[src/rtl/rr_mux4.sv]
// rr_mux4: four-lane round-robin arbiter feeding a one-entry registered output.
// Latency: a word accepted at edge N is on out_data/select with out_valid=1 after edge N.
// Backpressure: in_ready is one-hot or zero. It is zero while the output holds an unread word, or during rst.
//
// Ports:
//   clk, rst        rising-edge clock, synchronous active-high reset
//   in_valid[3:0]   per-lane offer; in_data lane i at [i*WIDTH +: WIDTH]
//   in_ready[3:0]   one-hot accept strobe for the granted lane
//   out_valid/out_data/select  registered output word and its source lane
//   out_ready       downstream accepts the held word this cycle
module rr_mux4 #(
  parameter int WIDTH = 8
) (
  input  logic               clk,
  input  logic               rst,
  input  logic [3:0]         in_valid,
  input  logic [4*WIDTH-1:0] in_data,
  output logic [3:0]         in_ready,
  output logic               out_valid,
  output logic [WIDTH-1:0]   out_data,
  output logic [1:0]         select,
  input  logic               out_ready
);

  logic [1:0]       ptr;
  logic             load;
  logic             found;
  logic [1:0]       gnt;
  logic [1:0]       idx;
  logic [WIDTH-1:0] lane [4];

  // The output register can take a new word when it is empty or being drained.
  assign load = ~out_valid | out_ready;

  always_comb begin
    for (int i = 0; i < 4; i++) begin
      lane[i] = in_data[i*WIDTH +: WIDTH];
    end
  end

  // Scan from ptr upward with a 2-bit wrap. The first valid lane wins.
  always_comb begin
    found = 1'b0;
    gnt   = 2'd0;
    idx   = 2'd0;
    for (int k = 0; k < 4; k++) begin
      idx = ptr + 2'(k);
      if (!found && in_valid[idx]) begin
        found = 1'b1;
        gnt   = idx;
      end
    end
  end

  // rst gates the strobe so no upstream word is consumed during a reset edge.
  always_comb begin
    in_ready = 4'b0000;
    if (load && found && !rst) begin
      in_ready[gnt] = 1'b1;
    end
  end

  always_ff @(posedge clk) begin
    if (rst) begin
      out_valid <= 1'b0;
      out_data  <= '0;
      select    <= 2'd0;
      ptr       <= 2'd0;
    end else if (load) begin
      if (found) begin
        out_valid <= 1'b1;
        out_data  <= lane[gnt];
        select    <= gnt;
        ptr       <= gnt + 2'd1;
      end else begin
        // Nothing offered: drop valid, keep the last word and the pointer.
        out_valid <= 1'b0;
      end
    end
  end

endmodule

[config.mk]
export PLATFORM = sky130hd
export DESIGN_NAME = rr_mux4
export DESIGN_NICKNAME = d
export VERILOG_FILES = /design/src/rtl/rr_mux4.sv
export SDC_FILE = /design/constraint.sdc
export NUM_CORES = 1
export LEC_CHECK = 0
export CAP_MARGIN = 20
export CORE_MARGIN = 4
export CORE_UTILIZATION = 34
export DETAILED_ROUTE_END_ITERATION = 8
export PLACE_DENSITY = 0.85
export SYNTH_ARGS = -nofsm -noshare
export SYNTH_HDL_FRONTEND = slang
export SYNTH_SLANG_ARGS = --single-unit
export TNS_END_PERCENT = 5
[constraint.sdc]
create_clock -name clk -period 1.4 [get_ports clk]
set_input_delay 0.28 -clock clk [delete_from_list [all_inputs] [get_ports clk]]
set_output_delay 0.28 -clock clk [all_outputs]
set_load 0.03 [all_outputs]
After elaboration in Yosys (flattened, before gate mapping)
Index checks and enable logic that the tools add are counted.
{"block": "word_totals", "romBits": 0, "output_inout_bits": 15, "latchBits": 0, "ram_bits": 0, "mem_count": 0, "ff_bits": 13}
{"block": "classes", "div": 0, "shifts": 0, "eq_ne": 0, "bitwise_logic": 3, "n_mux": 23, "n_addsub": 4, "magnitude_cmp": 7, "n_mul": 0, "n_reduce_logical": 11}
{"cell": "8-bit binary-select mux with 2-bit select", "count": 1}
{"cell": "8-bit 2-to-1 mux", "count": 2}
{"cell": "2-bit by 3-bit < comparator with 1-bit output, second input constant", "count": 5}
{"cell": "1-bit 2-to-1 mux", "count": 10}
{"cell": "1-bit binary-select mux with 2-bit select", "count": 4}
{"cell": "2-bit 2-to-1 mux", "count": 4}
{"cell": "1-bit logical AND", "count": 6}
{"cell": "2-bit by 1-bit adder with 2-bit output, second input constant", "count": 2}
{"cell": "2-bit adder, second input constant", "count": 2}
{"cell": "1-bit logical NOT", "count": 4}
{"cell": "4-bit 2-to-1 mux", "count": 1}
{"cell": "3-bit >= comparator, second input constant", "count": 1}
{"cell": "2-bit NOT with 3-bit output", "count": 1}
{"cell": "1-bit demux with 2-bit select", "count": 1}
{"cell": "2-bit by 1-bit >= comparator with 1-bit output, second input constant", "count": 1}
{"cell": "2-bit AND reduction", "count": 1}
{"cell": "1-bit NOT", "count": 1}
{"cell": "1-bit bitwise OR", "count": 1}

Longest topological paths before layout
Gate-level depths: netlist of run 1.
{"block": "logic_depth", "depth_word": 17, "depth_mapped": 8, "ltp_nobuf": 5}

Worst setup path before layout of run 1
OpenSTA, ideal clock, no wires.
{"block": "synth_timing", "kind": "register to output", "start": "register ptr[1]", "end": "output port in_ready[0]", "stages_incl_launch_ff": 8, "t_required_ns": 1.120, "t_arrival_ns": 1.550, "path_slack_ns": -0.430, "cell_sequence": "dfxtp_1 > buf_6 > a21oi_1 > o21a_1 > o22a_2 > nand2b_4 > buf_6 > nor2_1"}
{"block": "synth_between", "elab_chain_cells": 17, "elab_cells_between_ends": 33, "classes_between": "add/sub: 3; order compare: 2; mux: 19; reduce/logical: 9"}
{"element": "start, declared", "line": "25", "source": "logic [1:0] ptr;"}
{"element": "start signal, assigned", "line": "74", "source": "ptr <= gnt + 2'd1;"}
{"element": "parallel branches: the longest is 16 deep, another holds 2-bit by 3-bit < comparator with 1-bit output"}
{"element": "4-bit 2-to-1 mux *", "line": "58", "source": "if (load && found && !rst) begin"}
{"element": "end, declared", "line": "18", "source": "output logic [3:0] in_ready,"}
Every way passes the cells marked *. The select of a mux whose other input is x is not followed.

Worst setup path after layout of run 1
{"block": "layout_timing", "start": "register ptr[1]", "end": "output port in_ready[1]"}
Same word-level chain as after synthesis.

==> impl_metrics.py, run 1 <==
metrics = {
    "clock_tree": {
        "number_of_hold_buffers_added_after_cts": 0,
        "cts.clk_slew.worst_paths_ns": 0.09,
        "clk_latency_ns": 0.28,
        "maximum_count_of_clock_buffers_along_a_single_path": 2,
        "clockRootBuffer": "sky130_fd_sc_hd__clkbuf_4",
        "cts_tree": "yes",
        "cts-htree-levels": 1,
        "cts_made_buffers": 3,
        "tritoncts_num_sinks": 13,
    },
    "cells_and_area": {
        "layout-area-overhead-vs-synth_pct": 84.6,
        "regArea_um2": 265,
        "nNetsFinal": 214,
        "final_layout_size_suffix_gt1_share_pct": 40.8,
        "post_layout_nonfiller_instances": 204,
        "layout.filler_cells": 216,
        "antennaDiodeCount": 0,
        "design_area_um2": 1740,
        "multi_input_gate_area_um2": 686,
    },
    "worst_setup_path": {
        "timing.critical_path.required_ns": 1.12,
        "cp.arrival_ns": 1.53,
        "setup.worst_path.end_class": "primary output",
        "timing.rr.end": "out_data[2]$_SDFFE_PP0P_",
        "critical_path.startpoint_type": "register",
        "rr_worst_depth": 7,
        "worst_r2r_startpoint": "ptr[1]$_SDFFE_PP0P_",
        "timing.reg2reg.setup_slack_ns": -0.14,
        "critical_path.max_fanout": 5,
        "timing.setup.critical_path_class": "reg2out",
    },
    "yosys": {
        "ffs_latches_synth": 13,
        "postSynth.topFlopCell": "sky130_fd_sc_hd__dfxtp_1",
        "synth.area.top_cells": "sky130_fd_sc_hd__dfxtp_1, sky130_fd_sc_hd__mux2i_1, sky130_fd_sc_hd__o211ai_2, sky130_fd_sc_hd__a21boi_0, sky130_fd_sc_hd__buf_6",
        "mappedNetlistArea_um2": 943,
        "synth_fp_nets": 140,
        "synth_common_cells": "sky130_fd_sc_hd__dfxtp_1, sky130_fd_sc_hd__mux2i_1, sky130_fd_sc_hd__nand2_1",
        "yosys_warnings": 0,
        "synthesized_area_per_cell_um2": 9.34,
        "synth_top_area_share_pct": 27.6,
        "post_synth_inst_count": 101,
        "synth.yosys.seq_area_share_pct": 27.6,
        "yosysTopAreaCell": "sky130_fd_sc_hd__dfxtp_1",
        "synth.most_common_cell": "sky130_fd_sc_hd__dfxtp_1",
        "synth-async-reset-ratio_pct": 0,
        "yosys.cell_types.count": 32,
        "synth-edff-count": 0,
    },
    "timing": {
        "timing.final.hold_violations": 0,
        "period_needed_ns": 1.81,
        "relSlewSlack_pct": 80.2,
        "drv_slew": 0,
        "post-route-period-util_pct": 130,
        "holdWs_ns": 0.474,
        "setup_violations": 13,
        "finClkSkew_ns": 0.00213,
        "layout_setup_ws_ns": -0.415,
        "max_freq_ghz": 0.551,
        "worst_slew_pin_tran_ns": 0.294,
        "grt_setup_unrepaired": "true",
    },
    "placed_design": {
        "placement.cell_area_um2": 1650,
        "place_inst": 199,
        "hpwlAfterDp_um": 2490,
        "finalWeightedCongestion": 0.829,
        "numPortBuffers": 53,
    },
    "run_status": {
        "violations": "setup timing",
        "status": "finished with violations",
    },
    "worst_hold_path": {
        "whs_path_depth": 3,
        "worst_hold_startpoint": "rst",
        "hold_critical_path_endpoint": "ptr[0]$_SDFFE_PP0P_",
        "hp-class": "in2reg",
    },
    "die": {
        "floorplan.rows": 18,
        "starting_utilization_of_the_core_area_pct": 36.7,
        "die_area_um2": 3680,
        "fp.dieW_um": 60.7,
        "io-pin-count": 54,
        "die_h_um": 60.7,
        "core_area_um2": 2570,
    },
    "global_route": {
        "grt_pass1_vias": 1112,
        "grt_max_degree": 10,
        "antenna_found_initial": 0,
        "global_route.overflow_total": 0,
        "first_pass_grt_wire_length_um": 4900,
        "grt_usage_pct": 17.7,
    },
    "power_and_ir_drop": {
        "vdd_drop_max_v": 0.000617,
        "power.static_leakage_uw": 0.000781,
        "power_per_cell_area_nw_per_um2": 865,
    },
    "drt": {
        "drcViolationCount": 0,
        "routed-via-count": 1041,
        "firstDrtPassIters": 4,
        "detailed_route_wire_length_per_cell_um": 14.9,
        "avgViaCountPerCell": 5.10,
        "initialDrtViolationCount": 13,
        "ant_nets": 0,
        "postRouteWirelength_um": 3030,
    },
    "flow_run": {
        "max-cap-violations": 0,
    },
}
## where the power goes
part           total [µW]  internal (µW)  switching [µW]
sequential            454            424            29.9
combinational         798            417             381
clock                 254            111             143
total                1510            952             554
## flip-flops by register name, indices dropped and copies added, names as in the netlist
| register | cells |
|---|---|
| out_data | 8 |
| out_valid | 1 |
| ptr | 2 |
| select | 2 |
## logic make-up (layout without fill, tap and decap cells)
family	after synthesis	count (layout)	synth area share [%]
buffers and inverters	8	81	7.56
AOI/OAI and AO/OA	36	36	31.2
muxes	11	11	11.7
and+or+nand+nor	32	32	21.1
xor gates and xnor gates	1	1	0.929
DFF	13	13	27.6
## routing by layer
metal	track usage (%)	share of wire, %	vias to the layer above
met5	0	0	-
met4	9.60	2.1	0
met3	2.98	5.5	8
met2	30.8	52	32
met1	20.5	40	484
li1	-	-	517
## timing repair
action	CTS	global route
pin swaps	4	5
gates resized for setup	34	7
setup buffers	0	1
endpoints found under the hold margin	0	0
endpoints found under the setup margin	26	15
## final cells by class
class / count / area share, %
well taps: 30 / 2.16
multi-input cells: 80 / 39.4
clock buffers: 4 / 1.51
flip-flops and latches: 13 / 15.2
inverters: 2 / 0.431
repair buffers: 75 / 41.3
## worst max-delay path by stage
stage               depth (start not counted)           startpoint           to
detailed placement                          6          in_valid[0]  in_ready[3]
finish                                      6  ptr[1]$_SDFFE_PP0P_  in_ready[1]
CTS                                         6  ptr[1]$_SDFFE_PP0P_  in_ready[1]
global placement                            6          in_valid[0]  in_ready[3]
floorplan                                   7  ptr[1]$_SDFFE_PP0P_  in_ready[0]
global route                                5  ptr[1]$_SDFFE_PP0P_  in_ready[3]
## stage by stage
| step | utilization (%) | worst slack, ns | setup TNS (ns) | total power (µW) |
|---|---|---|---|---|
| 3_5_place_dp | 64.2 | -0.675 | -9.32 | 1230 |
| 5_1_grt | 67.8 | -0.493 | -3.42 | 1590 |
| 2_1_floorplan | - | -0.208 | -0.927 | 887 |
| 4_1_cts | 66.3 | -0.419 | -1.98 | 1470 |
| 3_3_place_gp | 64.2 | -0.613 | -8.59 | 1210 |
| 6_report | 67.8 | -0.415 | -2.42 | 1510 |
## placed cells by master, fill, tap and decap left out, drive strengths merged, types with 2 or more instances in the layout
master         synthesis  routed
clkdlybuf4s50          0      32
dlygate4sd2            0      16
and2                   3       3
o211ai                 8       8
a21boi                 8       8
clkbuf                 0       4
and3                   8       8
o22a                   2       2
a211oi                 3       3
a21oi                  4       4
buf                    6      27
dfxtp                 13      13
mux2i                 11      11
nand2b                 2       2
o21ai                  8       8
inv                    2       2
nor2                   7       7
nand2                 11      11
## critical path, stage by stage (launching register included)
cell and delay [ns]:
sky130_fd_sc_hd__dfxtp_4 0.37, sky130_fd_sc_hd__a21oi_1 0.06, sky130_fd_sc_hd__o21a_1 0.18, sky130_fd_sc_hd__o22a_2 0.23
sky130_fd_sc_hd__nand2b_4 0.17, sky130_fd_sc_hd__nor2_4 0.10, sky130_fd_sc_hd__buf_6 0.14
Power figures use the tool's default switching activity.
==> run 2: changes to the inputs <==
--- a/config.mk
+++ b/config.mk
@@ -5,11 +5,10 @@
 export SDC_FILE = /design/constraint.sdc
 export NUM_CORES = 1
 export LEC_CHECK = 0
-export CAP_MARGIN = 20
 export CORE_MARGIN = 4
-export CORE_UTILIZATION = 34
+export CORE_UTILIZATION = 40
 export DETAILED_ROUTE_END_ITERATION = 8
-export PLACE_DENSITY = 0.85
+export PLACE_DENSITY = 0.93
 export SYNTH_ARGS = -nofsm -noshare
 export SYNTH_HDL_FRONTEND = slang
 export SYNTH_SLANG_ARGS = --single-unit
==> constraint.sdc (replaced) <==
create_clock -name clk -period 2.3 [get_ports clk]
set_input_delay 0.46 -clock clk [delete_from_list [all_inputs] [get_ports clk]]
set_output_delay 0.46 -clock clk [all_outputs]
set_load 0.03 [all_outputs]
==> impl_metrics.py, run 2 (synthesis results as in run 1) <==
metrics = {
    "run_status": {
        "status": "complete, no violations",
    },
    "power_and_ir_drop": {
        "total_power_uw": 841,
        "p_seq_share_pct": 33.2,
        "vdd_drop_max_v": 0.000446,
        "switchingPower_uw": 301,
        "power.static_leakage_uw": 0.000672,
        "power_switching_share_pct": 35.7,
        "comb_power_share_pct": 49.8,
        "power_per_cell_area_nw_per_um2": 537,
        "p_int_uw": 540,
        "pwr-share-clk_pct": 17.1,
    },
    "die": {
        "floorplan.rows": 17,
        "starting_utilization_of_the_core_area_pct": 42.2,
        "die_h_um": 56.6,
        "fp.dieW_um": 56.6,
        "die_area_um2": 3200,
        "io-pin-count": 54,
        "core_area_um2": 2230,
    },
    "placed_design": {
        "hpwlAfterDp_um": 2390,
        "finalWeightedCongestion": 0.789,
        "numPortBuffers": 53,
        "pre_cts_slack_ns": -0.157,
    },
    "worst_setup_path": {
        "timing.reg2reg.setup_slack_ns": 0.49,
        "timing.critical_path.required_ns": 1.84,
        "slowest_delay_ns": 0.45,
        "setup.worst_path.end_class": "primary output",
        "critical_path.startpoint_type": "primary input",
        "worstPathCellList": "clkdlybuf4s50_1, inv_1, a211oi_2, o221a_2, and2_1, buf_4",
        "critical_path.max_fanout": 3,
        "cp_top_family": "buffers and inverters",
        "cp.arrival_ns": 1.77,
        "timing.setup.critical_path_class": "in2out",
        "critical_path.slowest_cell": "sky130_fd_sc_hd__clkdlybuf4s50_1",
        "crit_buf_inv": 3,
    },
    "cells_and_area": {
        "most_common_cell_after_layout_fill_and_taps_aside": "sky130_fd_sc_hd__clkdlybuf4s50_1",
        "nNetsFinal": 204,
        "multi_input_gate_area_um2": 623,
        "antennaDiodeCount": 0,
        "layout-area-overhead-vs-synth_pct": 65.9,
        "final_layout_size_suffix_gt1_share_pct": 27.4,
        "largestRegisters": "out_data (8), ptr (2), select (2)",
        "layout.cells.most_common_list": "sky130_fd_sc_hd__clkdlybuf4s50_1, sky130_fd_sc_hd__buf_4, sky130_fd_sc_hd__dfxtp_1, sky130_fd_sc_hd__mux2i_1, sky130_fd_sc_hd__nand2_1",
        "layout.filler_cells": 177,
        "regArea_um2": 260,
        "largest_register_ff_count": 8,
        "largest_register": "out_data",
    },
    "global_route": {
        "first_pass_grt_wire_length_um": 4860,
        "grt_pass1_vias": 1080,
        "grt_max_degree": 17,
        "grt_usage_pct": 19.3,
        "antenna_found_initial": 0,
        "global_route.overflow_total": 0,
    },
    "drt": {
        "firstDrtPassIters": 4,
        "initialDrtViolationCount": 21,
        "routed-via-count": 1005,
        "detailed_route_wire_length_per_cell_um": 15.1,
        "avgViaCountPerCell": 5.23,
        "drcViolationCount": 0,
        "ant_nets": 0,
        "postRouteWirelength_um": 2890,
    },
    "timing": {
        "worst_slew_pin_tran_ns": 0.410,
        "setup_violations": 0,
        "grt_setup_unrepaired": "false",
        "period_needed_ns": 2.23,
        "setup_total_neg_slack_ns": 0,
        "finClkSkew_ns": 0.00203,
        "timing.final.hold_violations": 0,
        "drv_slew": 0,
        "layout_setup_ws_ns": 0.0704,
        "post-route-period-util_pct": 96.9,
        "relSlewSlack_pct": 72.7,
        "max_freq_ghz": 0.449,
    },
    "worst_hold_path": {
        "hp-class": "reg2reg",
    },
    "flow_run": {
        "max-cap-violations": 0,
    },
    "clock_tree": {
        "tritoncts_num_sinks": 13,
        "cts_tree": "yes",
        "clockRootBuffer": "sky130_fd_sc_hd__clkbuf_4",
        "maximum_count_of_clock_buffers_along_a_single_path": 2,
        "number_of_hold_buffers_added_after_cts": 0,
        "clk_latency_ns": 0.27,
        "cts_made_buffers": 3,
        "cts.clk_slew.worst_paths_ns": 0.08,
        "cts-htree-levels": 1,
    },
}
==> run 2: cell count changes in the layout (fill, tap and decap cells not counted), sizes merged <==
cell / delta
clkdlybuf4s50: +13
dlygate4sd2: -13
dlymetal6s2s: +1
buf: -11
==> run 2: final timing paths <==
check | end | start | cells after the start
hold reg to reg | out_data[7]$_SDFFE_PP0P_ | out_data[7]$_SDFFE_PP0P_ | 2
setup reg to reg | out_data[3]$_SDFFE_PP0P_ | ptr[1]$_SDFFE_PP0P_ | 6
hold / removal | out_data[7]$_SDFFE_PP0P_ | out_data[7]$_SDFFE_PP0P_ | 2
setup / recovery | in_ready[3] | out_ready | 6
==> run 2: area by class of cell <==
cell class | instances | area share (%)
multi-input combinational | 80 | 39.8
timing repair buffer | 65 | 39.2
sequential | 13 | 16.6
tap | 28 | 2.24
clock buffer | 4 | 1.68
inverter | 2 | 0.480
==> run 2: per-stage QoR <==
stage	instance area, µm²	std cells	util [%]	hold WS (ns)
2_1_floorplan	943	101	-	0.486
3_3_place_gp	1520	187	68.0	0.454
3_5_place_dp	1520	187	68.0	0.467
4_1_cts	1550	191	69.2	0.488
5_1_grt	1570	192	70.1	0.519
6_report	1570	192	70.1	0.484
==> run 2: what timing repair did <==
action                                  4_1_cts  5_1_grt
endpoints found under the setup margin        4        3
gates resized for setup                       5        2
cloned                                        0        0
pin swaps                                     0        1
endpoints found under the hold margin         0        0
setup buffers                                 0        1
==> run 2: worst register-to-register path, delay by kind of cell (launching register included) <==
family	cells	cell delay, ns
flops	1	0.47
simple gates	1	0.21
mux	1	0.12
compound gates	3	0.67
buf+inv	1	0.21
==> run 2: power by group through the flow <==
stage | Clock [µW] | Combinational, µW | Sequential [µW]
finish | 144 | 418 | 279
global route | 159 | 448 | 283
CTS | 147 | 417 | 279
detailed placement | 0 | 415 | 284
global placement | 0 | 400 | 281
floorplan | 0 | 203 | 330
==> run 2: routing by layer <==
layer	GRT usage [%]	share of wire [%]	up-vias
met4	6.78	1.0	0
met3	4.83	5.8	4
li1	-	-	497
met1	20.7	40	470
met5	0	0	-
met2	35.8	53	34
==> edit 1: new RTL, settings of run 1 <==
Set the parameter `WIDTH` to 12 (it was 8).
--- a/src/rtl/rr_mux4.sv
+++ b/src/rtl/rr_mux4.sv
@@ -9,7 +9,7 @@
 //   out_valid/out_data/select  registered output word and its source lane
 //   out_ready       downstream accepts the held word this cycle
 module rr_mux4 #(
-  parameter int WIDTH = 8
+  parameter int WIDTH = 12
 ) (
   input  logic               clk,
   input  logic               rst,
Interface: changed (resized in_data and out_data); port bits go from 54 to 74. No check against the original RTL was run, so the function may have changed too.
==> edit 1 against run 1 <==
The flow still finishes with violations (setup timing); die area increased by 7.3%; total power grew 21%; sequential cell count increased by 4; via count up 11%; worst hold slack improved by 0.94 ps; worst setup slack got worse by 240 ps; cell area rose by 14%; critical path depth stayed put; routed wire length up 18%; utilization grew 3.0 points; area after synthesis rose by 8.5%; highest routed layer unchanged.
==> edit 1: results (changes against run 1) <==
largest net degree at the start of global routing -> 12 (+2)
Leak -> 0.868 nW (+11%)
All-Layer GR Usage -> 0.183 (+0.00610)
initial antenna violation count -> 0 (unchanged)
CP Data Arrival Time -> 1780 ps (+250 ps)
Crit-path slowest cell -> or3b_4
Synth Net Count -> 161 (+15%)
clk slew on worst S/H paths -> 110 ps (+20 ps)
status -> finished, violations left
Worst path top cell family by delay -> simple AND/OR/NAND/NOR gates
number of global-route vias before repair -> 1212 (+9.0%)
DR iter-0 viols -> 12 (-1)
worst setup margin -> -655 ps (-240 ps)
setup slack, reg-to-reg -> -370 ps (-230 ps)
Most used DFF post-synth -> dfxtp_1
VDD IR max -> 437 µV (-29%)
Hold Path End -> out_valid
# fillers -> 239 (+11%)
Final GP Congestion -> 0.844 (+1.8%)
count of cell types in the netlist -> 24 (-25%)
drt wl/cell -> 15.9 µm (+7.1%)
top cells by area, synth -> dfxtp_1 33%, mux2i_1 25%, o221ai_2 12%, nand2_1 4.8%, nor2_1 3.7%
R2R cell count -> 7 (unchanged)
asr flop ratio synth -> 0 (unchanged)
vias per cell -> 5.15 (+0.86%)
IO buf count -> 73 (+38%)
first-pass GRT wire length -> 5790 µm (+18%)
sequential area share after synthesis -> 0.333 (+0.0567)
top cells by count, synth -> 26 x mux2i_1, 17 x dfxtp_1, 13 x nand2_1
Largest regs -> out_data x12, ptr x2, select x2
fraction of layout instances using a drive strength above 1 -> 0.268 (-0.140)
Hold Crit Class -> in2reg
failing checks -> setup timing
Fin Clk Skew -> 5.33 ps (+3.20 ps)
Num CTS Buffers -> 3 (unchanged)
Slew @ Worst Pin -> 325 ps (+30.7 ps)
reg-to-reg startpoint -> ptr[0]
HP Start -> in_valid[2]
CP max stage delay -> 420 ps (+50 ps)
CP Max Fanout -> 3 (-2)
DP HPWL -> 2900 µm (+17%)
Setup violations, final -> 17 (+4)
fin nets -> 250 (+17%)
worst-skew pair later-pin latency -> 300 ps (+20 ps)
-- edit 1: how the worst max path moves through the flow --
stage / startpoint / endpoint
floorplan: ptr[0] / in_ready[0]
global placement: in_valid[0] / in_ready[1]
detailed placement: in_valid[0] / in_ready[0]
CTS: ptr[0] / in_ready[0]
global route: ptr[0] / in_ready[1]
finish: ptr[0] / in_ready[1]
-- edit 1: metal layers --
metal	GRT usage	up-vias	wire length, µm
li1	-	569	-
met1	0.193	538	1350
met2	0.343	47	1950
met3	0.0576	4	254
met4	0.0523	0	27
met5	0	-	0
-- edit 1: timing repair --
action,in CTS,in global routing
gates resized for setup,35,3
pin swaps,5,4
endpoints found under the setup margin,34,20
setup buffers,2,0
-- edit 1: worst register-to-register path, stage by stage (launching register included) --
cell      delay, ps
dfxtp_2         330
nand2b_4        140
nor2b_4         120
o22a_1          230
or3b_4          420
buf_4           160
buf_4           160
o221ai_1        140
-- edit 1: layout make-up --
class | instances | area share
Tap cell | 31 | 0.0195
Timing Repair Buffer | 91 | 0.431
Inverter | 4 | 0.00756
Clock inverter | 1 | 0.00252
Clock buffer | 3 | 0.0113
Multi-Input combinational cell | 78 | 0.356
Sequential cell | 17 | 0.173
-- edit 1: logic make-up (layout without fill, tap and decap cells) --
logic type / count (synthesis) / count (layout) / share of synthesized area
xor+xnor: 1 / 1 / 0.00856
mux: 26 / 26 / 0.254
buf+inv: 11 / 99 / 0.0562
flops: 17 / 17 / 0.333
simple gates: 29 / 29 / 0.125
compound gates: 22 / 22 / 0.224
-- edit 1: power breakdown --
part | internal [mW] | switching, mW | leakage [nW]
Combinational | 0.469 | 0.475 | 0.709
Clock | 0.106 | 0.167 | 0.0177
Sequential | 0.559 | 0.0393 | 0.142
Total | 1.13 | 0.682 | 0.868
-- edit 1: through the flow --
stage | instances | hold slack [ps] | area [µm²] | TNS [ps] | setup WS, ps
after global placement | 219 | 444 | 1890 | -13980 | -806
after detailed placement | 219 | 453 | 1890 | -15690 | -911
after global routing | 225 | 487 | 1990 | -8270 | -735
final | 225 | 475 | 1990 | -6680 | -655
after CTS | 225 | 468 | 1980 | -7280 | -730
after floorplan | 106 | 349 | 1040 | -3730 | -489
==> edit 2: new RTL, settings of run 1 <==
Without the edit above. Reset style: asynchronous (`rst`), changed in one clocked block. Comments in the files are not updated.
--- a/src/rtl/rr_mux4.sv
+++ b/src/rtl/rr_mux4.sv
@@ -60,7 +60,7 @@
     end
   end
 
-  always_ff @(posedge clk) begin
+  always_ff @(posedge clk or posedge rst) begin
     if (rst) begin
       out_valid <= 1'b0;
       out_data  <= '0;
Formal check against the unedited RTL: differs if rst is asserted again (counterexample within 4 cycles, from zero or initial values and one cycle with rst high); with rst held inactive, the same outputs for 10 cycles.
==> edit 2 against run 1 <==
The run still ends with setup timing left; worst setup slack got worse by 130 ps; critical path depth is 1 lower; area after synthesis is 5.3% lower; global-route usage up 1.4 points; total power rose by 47%; non-clock buffer count decreased by 4; largest cell class unchanged; sequential cell count unchanged; clock skew increased by 0.60 ps; cell area decreased by 2.8%; routed wire length increased by 3.3%; clock power down 7%.
==> edit 2: results (changes against run 1) <==
Leak -> 0.744 nW (-4.8%)
postcts setup bufs -> 2 (+2)
crit path from -> ptr[0]
Synth Net Count -> 142 (+1.4%)
VDD IR max -> 764 µV (+24%)
status -> finished, violations left
post_cts resized -> 24 (-29%)
DP Worst Slack -> -738 ps (-63.3 ps)
top cells by count, synth -> 16 x a211oi_1, 13 x dfrtp_1, 13 x nand2_1
CP Data Arrival Time -> 1670 ps (+140 ps)
asr flop ratio synth -> 1.00 (+1.00)
fin nets -> 213 (-0.47%)
count of multi-input gates -> 82 (+2.5%)
DP HPWL -> 2390 µm (-3.9%)
non-clock buffer count -> 71 (-5.3%)
failing checks -> setup timing
setup slack, reg-to-reg -> -410 ps (-270 ps)
CP max stage delay -> 420 ps (+50 ps)
Setup crit end -> in_ready[3]
Signal buf overhead -> 0.401 (-0.0117)
sequential share of cell area -> 0.193 (+0.0406)
top cells by area, synth -> dfrtp_1 36%, a211oi_1 13%, mux2i_1 10%, nor3_1 5.6%, nand2_1 5.5%
post-synthesis mux area share -> 0.101 (-0.0159)
Hold Path Stages -> 4 (+1)
R2R Path End -> out_data[3]
Synth Area in XOR/XNOR -> 0.00980 (+0.000520)
met3 Use GR -> 0.0479 (+0.0181)
count of cell types in the netlist -> 25 (-22%)
# fillers -> 195 (-9.7%)
Clk pwr share -> 0.107 (-0.061)
vias per cell -> 5.35 (+4.8%)
met2 Use GR -> 0.324 (+0.0161)
DR iter-0 viols -> 27 (+14)
largest net degree at the start of global routing -> 19 (+9)
Clock buf/inv share -> 0.0163 (+0.00117)
Setup violations, final -> 15 (+2)
fraction of layout instances using a drive strength above 1 -> 0.266 (-0.142)
DR WL met2 -> 1590 µm (+0.19%)
All-Layer GR Usage -> 0.191 (+0.0141)
HP Start -> in_valid[1]
reg-to-reg startpoint -> ptr[1]
Synth Area in Compound Gates -> 0.214 (-0.0974)
CP Max Fanout -> 4 (-1)
drt wl/cell -> 15.4 µm (+3.8%)
multi-input combinational area share -> 0.361 (-0.0330)
worst setup margin -> -550 ps (-135 ps)
Logic inverters -> 3 (+1)
Most used DFF post-synth -> dfrtp_1
Hold Path End -> out_valid
hold_ws -> 439 ps (-34.7 ps)
combinational power -> 1.37 mW (+72%)
met1 wire length -> 1170 µm (-4.0%)
## edit 2: cell count changes in the layout (fill, tap and decap cells not counted), sizes merged, moves of 3 or more
cell	before	now
and2	3	0
buf	27	23
o211ai	8	0
nor2	7	11
dfrtp	0	13
and3	8	1
a211oi	3	16
dlygate4sd2	16	12
o21ai	8	3
a21boi	8	0
dfxtp	13	0
nor3	0	10
## edit 2: per-stage QoR
| step | TNS [ps] | instance area [µm²] | std cells | utilization | power, mW |
|---|---|---|---|---|---|
| after floorplan | -2240 | 940 | 103 | - | 1.39 |
| after global placement | -10000 | 1590 | 196 | 0.635 | 1.88 |
| after detailed placement | -10850 | 1590 | 196 | 0.635 | 1.93 |
| after CTS | -5870 | 1670 | 202 | 0.667 | 2.18 |
| after global routing | -7060 | 1690 | 203 | 0.677 | 2.33 |
| final | -5700 | 1690 | 203 | 0.677 | 2.21 |
## edit 2: worst min-delay path: stages
cell and delay (ps):
dlymetal6s2s_1 140, nor4_2 80, buf_4 130, nand2_1 50
